File: src/rtl/pwr_save_seq_if.sv
// Interface bundle for the wrapper-bank power sequencer.
// Carries the sleep/wake requests, the save-area base address and wrapper
// contents, the single-word memory write handshake, the restore-unit enables,
// and the power/freeze/status outputs.
// Modports:
//   master - the sequencer (drives WriteMem/AddrMem/DataMem, Freeze, Pwr_off,
//            Start, Busy, Err)
//   slave  - the environment (memory, wrappers, restore unit, power control)
interface pwr_save_seq_if #(
    parameter int unsigned N = 10,
    parameter int unsigned K = 32,
    parameter int unsigned M = 32
);
    logic           SleepReq;
    logic           WakeReq;
    logic [K-1:0]   BaseAddr;
    logic [N*M-1:0] SaveVal;
    logic           AckMem;
    logic [N-1:0]   RestoreEn;
    logic           WriteMem;
    logic [K-1:0]   AddrMem;
    logic [M-1:0]   DataMem;
    logic           Freeze;
    logic           Pwr_off;
    logic           Start;
    logic           Busy;
    logic           Err;

    modport master (
        input  SleepReq, WakeReq, BaseAddr, SaveVal, AckMem, RestoreEn,
        output WriteMem, AddrMem, DataMem, Freeze, Pwr_off, Start, Busy, Err
    );

    modport slave (
        output SleepReq, WakeReq, BaseAddr, SaveVal, AckMem, RestoreEn,
        input  WriteMem, AddrMem, DataMem, Freeze, Pwr_off, Start, Busy, Err
    );
endinterface

File: src/rtl/pwr_save_seq.sv
// Power-down/power-up sequencer for the IC wrapper bank.
// On SleepReq it freezes the wrappers, writes the N wrapper words to
// BaseAddr+i one at a time (one idle cycle between writes), then gates power.
// On WakeReq it restores power, pulses Start to the restore unit and waits for
// the last wrapper enable before returning to ACTIVE. A write that is not
// acknowledged within TMO cycles aborts the save and sets the sticky Err flag.
// Ports:
//   Clk - system clock, rising edge
//   Rst - asynchronous active-low reset
//   bus - pwr_save_seq_if.master (requests, memory write handshake, outputs)
module pwr_save_seq #(
    parameter int unsigned N   = 10,
    parameter int unsigned K   = 32,
    parameter int unsigned M   = 32,
    parameter int unsigned TMO = 255
) (
    input logic            Clk,
    input logic            Rst,
    pwr_save_seq_if.master bus
);
    localparam int unsigned IdxW = $clog2(N);
    localparam int unsigned TmoW = $clog2(TMO + 1);

    typedef enum logic [2:0] {
        StActive,
        StSaveWr,
        StSaveGap,
        StOff,
        StWake,
        StRestore
    } state_e;

    state_e          state_q, state_d;
    logic [IdxW-1:0] idx_q, idx_d;
    logic [TmoW-1:0] tmo_q, tmo_d;
    logic            err_q, err_d;
    logic [K-1:0]    addr_q, addr_d;
    logic [M-1:0]    data_q, data_d;
    logic            load;
    logic [IdxW-1:0] load_idx;

    // Next-state logic. Address/data are captured on entry to SAVE_WR so they
    // stay stable for the whole write even if BaseAddr/SaveVal move.
    always_comb begin
        state_d  = state_q;
        idx_d    = idx_q;
        tmo_d    = tmo_q;
        err_d    = err_q;
        load     = 1'b0;
        load_idx = idx_q;

        unique case (state_q)
            StActive: begin
                if (bus.SleepReq) begin
                    state_d  = StSaveWr;
                    idx_d    = '0;
                    tmo_d    = '0;
                    err_d    = 1'b0;
                    load     = 1'b1;
                    load_idx = '0;
                end
            end
            StSaveWr: begin
                if (bus.AckMem) begin
                    if (idx_q == IdxW'(N - 1)) begin
                        state_d = StOff;
                    end else begin
                        idx_d   = idx_q + 1'b1;
                        state_d = StSaveGap;
                    end
                end else if (tmo_q == TmoW'(TMO - 1)) begin
                    // Final unacknowledged cycle: abort, power stays on.
                    state_d = StActive;
                    idx_d   = '0;
                    tmo_d   = '0;
                    err_d   = 1'b1;
                end else begin
                    tmo_d = tmo_q + 1'b1;
                end
            end
            StSaveGap: begin
                tmo_d    = '0;
                state_d  = StSaveWr;
                load     = 1'b1;
                load_idx = idx_q;
            end
            StOff: begin
                if (bus.WakeReq) begin
                    state_d = StWake;
                end
            end
            StWake: begin
                state_d = StRestore;
            end
            StRestore: begin
                if (bus.RestoreEn[N-1]) begin
                    state_d = StActive;
                    idx_d   = '0;
                end
            end
            default: begin
                state_d = StActive;
            end
        endcase
    end

    always_comb begin
        addr_d = addr_q;
        data_d = data_q;
        if (load) begin
            // Index zero-extends to K bits; the sum wraps modulo 2^K.
            addr_d = bus.BaseAddr + K'(load_idx);
            data_d = bus.SaveVal[32'(load_idx) * M +: M];
        end
    end

    always_ff @(posedge Clk or negedge Rst) begin
        if (!Rst) begin
            state_q <= StActive;
            idx_q   <= '0;
            tmo_q   <= '0;
            err_q   <= 1'b0;
            addr_q  <= '0;
            data_q  <= '0;
        end else begin
            state_q <= state_d;
            idx_q   <= idx_d;
            tmo_q   <= tmo_d;
            err_q   <= err_d;
            addr_q  <= addr_d;
            data_q  <= data_d;
        end
    end

    // Outputs decode straight from registered state so an asynchronous reset
    // clears them (power back on, wrappers unfrozen) in the same cycle.
    always_comb begin
        bus.WriteMem = 1'b0;
        bus.AddrMem  = '0;
        bus.DataMem  = '0;
        bus.Freeze   = 1'b0;
        bus.Pwr_off  = 1'b0;
        bus.Start    = 1'b0;
        bus.Busy     = (state_q != StActive);
        bus.Err      = err_q;

        unique case (state_q)
            StActive: begin
            end
            StSaveWr: begin
                bus.WriteMem = 1'b1;
                bus.Freeze   = 1'b1;
                bus.AddrMem  = addr_q;
                bus.DataMem  = data_q;
            end
            StSaveGap: begin
                bus.Freeze = 1'b1;
            end
            StOff: begin
                bus.Freeze  = 1'b1;
                bus.Pwr_off = 1'b1;
            end
            StWake: begin
                bus.Freeze = 1'b1;
                bus.Start  = 1'b1;
            end
            StRestore: begin
                bus.Freeze = 1'b1;
            end
            default: begin
            end
        endcase
    end
endmodule

File: src/flat_wrapper.sv
// flat-port wrapper written by rule: the top's interface ports become plain ports
module pwr_save_seq_flat 
#(
    parameter int unsigned N   = 10,
    parameter int unsigned K   = 32,
    parameter int unsigned M   = 32,
    parameter int unsigned TMO = 255
)
  (Clk, Rst, bus_SleepReq, bus_WakeReq, bus_BaseAddr, bus_SaveVal, bus_AckMem, bus_RestoreEn, bus_WriteMem, bus_AddrMem, bus_DataMem, bus_Freeze, bus_Pwr_off, bus_Start, bus_Busy, bus_Err);
  pwr_save_seq_if #(.N(N), .K(K), .M(M)) bus_i ();
  input logic Clk;
  input logic Rst;
  input wire logic [$bits(bus_i.SleepReq)-1:0] bus_SleepReq;
  input wire logic [$bits(bus_i.WakeReq)-1:0] bus_WakeReq;
  input wire logic [$bits(bus_i.BaseAddr)-1:0] bus_BaseAddr;
  input wire logic [$bits(bus_i.SaveVal)-1:0] bus_SaveVal;
  input wire logic [$bits(bus_i.AckMem)-1:0] bus_AckMem;
  input wire logic [$bits(bus_i.RestoreEn)-1:0] bus_RestoreEn;
  output wire logic [$bits(bus_i.WriteMem)-1:0] bus_WriteMem;
  output wire logic [$bits(bus_i.AddrMem)-1:0] bus_AddrMem;
  output wire logic [$bits(bus_i.DataMem)-1:0] bus_DataMem;
  output wire logic [$bits(bus_i.Freeze)-1:0] bus_Freeze;
  output wire logic [$bits(bus_i.Pwr_off)-1:0] bus_Pwr_off;
  output wire logic [$bits(bus_i.Start)-1:0] bus_Start;
  output wire logic [$bits(bus_i.Busy)-1:0] bus_Busy;
  output wire logic [$bits(bus_i.Err)-1:0] bus_Err;
  assign bus_i.SleepReq = bus_SleepReq;
  assign bus_i.WakeReq = bus_WakeReq;
  assign bus_i.BaseAddr = bus_BaseAddr;
  assign bus_i.SaveVal = bus_SaveVal;
  assign bus_i.AckMem = bus_AckMem;
  assign bus_i.RestoreEn = bus_RestoreEn;
  assign bus_WriteMem = bus_i.WriteMem;
  assign bus_AddrMem = bus_i.AddrMem;
  assign bus_DataMem = bus_i.DataMem;
  assign bus_Freeze = bus_i.Freeze;
  assign bus_Pwr_off = bus_i.Pwr_off;
  assign bus_Start = bus_i.Start;
  assign bus_Busy = bus_i.Busy;
  assign bus_Err = bus_i.Err;
  pwr_save_seq #(.N(N), .K(K), .M(M), .TMO(TMO)) u_core (.Clk(Clk), .Rst(Rst), .bus(bus_i));
endmodule
File: config.mk
export PLATFORM = sky130hd
export DESIGN_NAME = pwr_save_seq_flat
export DESIGN_NICKNAME = d
export VERILOG_FILES = /design/src/rtl/pwr_save_seq_if.sv /design/src/rtl/pwr_save_seq.sv /design/src/flat_wrapper.sv
export SDC_FILE = /design/constraint.sdc
export NUM_CORES = 1
export LEC_CHECK = 0
export ABC_CLOCK_PERIOD_IN_PS = 5140
export BUFFER_PORTS_ARGS = -buffer_cell sky130_fd_sc_hd__buf_4
export CORE_AREA = 2 2 169 171
export DETAILED_ROUTE_END_ITERATION = 8
export DIE_AREA = 0 0 171 173
export GPL_TIMING_DRIVEN = 1
export SETUP_SLACK_MARGIN = 0.5
export SYNTH_ARGS = -nofsm -noshare
export SYNTH_HDL_FRONTEND = slang
export SYNTH_SLANG_ARGS = --single-unit
File: constraint.sdc
create_clock -name Clk -period 5.14 [get_ports Clk]
set_input_delay 1.028 -clock Clk [delete_from_list [all_inputs] [get_ports Clk]]
set_output_delay 1.028 -clock Clk [all_outputs]
set_load 0.005 [all_outputs]
==> impl_metrics.yaml <==
floorplan:
  core_area_sq_mm: 0.0276
  die_y_um: 173
  io_pins: 437
  die_x_um: 171
  initial_utilization: 0.265
  num_rows: 61
  die-area_sq_mm: 0.0296
synthesis:
  netlist_instances: 868
  synth_edf_count: 0
  ys_ff_latch: 80
  synth_flop_cell: "dfrtp_1"
  synth_nets: 1245
  yosysWarnings: 0
  synth_async_sr_flop_share: 1.00
  yosysSeqAreaShare: 0.274
  synth_cell_type_count: 54
  synth_area_per_cell_sq_um: 8.43
  synth_area_sq_mm: 0.00732
global_route:
  grt_max_degree: 166
  antenna_found_initial: 6
  grt_usage: 0.209
  grt_pass1_wl_um: 47500
  grt_pass1_vias: 8132
  gr-total-overflow: 0
clocking:
  cts-root-buf: "clkbuf_16"
  path_clk_slew_ns: 0.06
  cts_setup_buffers: 0
  cts_tree: "yes"
  clock_path_buffers: 2
  cts_inserted_buffers: 9
  post_cts_resized: 0
  cts_max_level: 3
  cts_sinks: 80
  insertion_delay_ns: 0.35
  cts-hold-fix-buffers: 0
critical_path:
  r2r-start: "u_core.state_q[2]"
  r2r_slack_ns: 1.94
  r2r_cells: 5
  critPathCaptureType: "flop"
  crit_arrival_ns: 3.59
  crit_type: "primary input to flop"
  startpoint_type: "primary input"
  cp.required_ns: 5.37
  crit_path_start: "bus_SleepReq"
  crit_fanout: 61
  crit_end: "u_core.data_q[27]"
  r2r-end: "u_core.data_q[27]"
detailed_routing:
  drt_iter0_markers: 608
  detail_route.wl_per_cell_um: 19.5
  drt-pass1-iter-count: 5
  drtAntennaViolNets: 0
  wl_um: 32000
  routed_via_density: 4.99
  vias: 8167
  drc: 0
timing:
  whs_ns: 0.472
  tns_ns: 0
  worst_slew_pin_slew_ns: 1.16
  fin_crit_ns: 3.36
  rsz0062_at_grt: "no"
  fin_skew_ns: 0.0105
  hold_viol_final: 0
  period_share: 0.654
  drv_slew: 0
  setup_violations: 0
  max_slew_margin: 0.227
  fmax_ghz: 0.297
power:
  clockPowerShare: 0.137
  ir_drop_uv: 388
  power.switching_mw: 2.11
  pwr-share-seq: 0.228
  design_power_total_mw: 4.79
  p_int_mw: 2.68
  switching_share: 0.440
  p_per_area_mw_per_mm2: 431
  pwr-share-comb: 0.635
  p_leak_nw: 4.99
layout:
  fin_nets: 1623
  instances_no_fill: 1637
  area_growth_pct: 51.9
  drive_above_1_share: 0.432
  postLayoutCellArea_sq_mm: 0.0111
  fill_cells: 2866
place:
  io_buffer_count: 427
  dp_hpwl_um: 23800
  placed_area_sq_mm: 0.0108
  dp_cells: 1613
  gp_congestion: 0.850
worst_hold_path:
  min_from: "u_core.addr_q[24]"
  min_path_type: "flop to flop"
job:
  drv_cap: 0
run_status:
  status: "finished clean"
cell families after synthesis:
family | share of synthesized area
and+or+nand+nor | 0.253
AOI/OAI and AO/OA | 0.172
muxes | 0.193
buffers and inverters | 0.0515
DFF | 0.274
xor gates and xnor gates | 0.0383
adders and majority gates | 0.0181
stage by stage:
stage	util	worst slack (ns)
2_1_floorplan	-	1.48
3_3_place_gp	0.391	1.44
3_5_place_dp	0.391	1.40
4_1_cts	0.402	1.78
5_1_grt	0.402	1.63
6_report	0.402	1.78
power groups by stage:
| stage | sequential [mW] | combinational, mW | clock (mW) |
|---|---|---|---|
| floorplan | 1.01 | 1.94 | 0 |
| global placement | 1.09 | 3.06 | 0 |
| detailed placement | 1.10 | 3.07 | 0 |
| CTS | 1.09 | 3.08 | 0.691 |
| global route | 1.13 | 3.35 | 0.711 |
| finish | 1.10 | 3.04 | 0.657 |
Yosys cell counts, types with 3 or more instances:
library cell	count	share of area
a31oi_1	3	0.0026
dfrtp_1	80	0.27
nand2b_1	32	0.027
o221ai_1	32	0.038
a21o_1	3	0.0031
and3_1	4	0.0034
buf_2	19	0.013
mux4_2	32	0.098
clkbuf_1	45	0.023
mux2i_1	33	0.045
mux2_2	32	0.049
nor2_1	47	0.024
and4_1	5	0.0060
nand4_1	10	0.0085
ha_1	9	0.015
and2_1	66	0.056
nand3_1	49	0.034
o211ai_1	34	0.035
buf_1	3	0.0015
nor3_1	8	0.0055
nand2_1	121	0.062
a21oi_1	71	0.049
xor2_1	18	0.022
inv_1	11	0.0056
xnor2_1	14	0.017
nor2b_1	4	0.0034
o21ai_0	42	0.029
o22ai_1	4	0.0034
buf_6	4	0.0062
cell usage in the layout, fill, tap and decap left out, types with 33 or more instances in the layout:
master / count
a21oi_1: 71
dfrtp_1: 78
nand2_1: 121
mux2i_1: 33
buf_4: 439
o21ai_0: 41
nor2_1: 47
o211ai_1: 34
nand3_1: 48
and2_1: 65
worst max-delay path, stage by stage:
cell	delay (ns)
buf_4	0.14
or4b_4	0.28
buf_4	0.57
and2_2	0.28
nand3_2	0.70
o211ai_1	0.49
layout make-up:
type / instances / area [sq um] / area share
clock buffer: 9 / 225 / 0.0203
sequential: 80 / 2010 / 0.181
inverter: 11 / 41.3 / 0.00371
antenna: 8 / 20.0 / 0.00180
tap: 378 / 473 / 0.0426
multi-input combinational: 704 / 4970 / 0.447
clock inverter: 7 / 60.1 / 0.00540
timing repair buffer: 440 / 3320 / 0.298
worst min path at each step:
stage                              to  cells after the start  slack, ns
global route        u_core.addr_q[26]                      2       0.49
CTS                 u_core.addr_q[24]                      2       0.48
detailed placement   u_core.addr_q[0]                      2       0.46
global placement    u_core.addr_q[15]                      2       0.45
floorplan            u_core.addr_q[0]                      2       0.44
finish              u_core.addr_q[24]                      2       0.47
flip-flops by register name, indices dropped and copies added (netlist names):
signal / cells
u_core.addr_q: 32
u_core.bus.Err: 1
u_core.data_q: 32
u_core.idx_q: 4
u_core.state_q: 3
u_core.tmo_q: 8
layer usage:
metal,part of all wire,global-route usage
met1,0.41,0.264
met2,0.49,0.351
met3,0.079,0.0476
met4,0.026,0.0650
met5,0,0
Note: power is estimated with default switching activity, not from simulation.
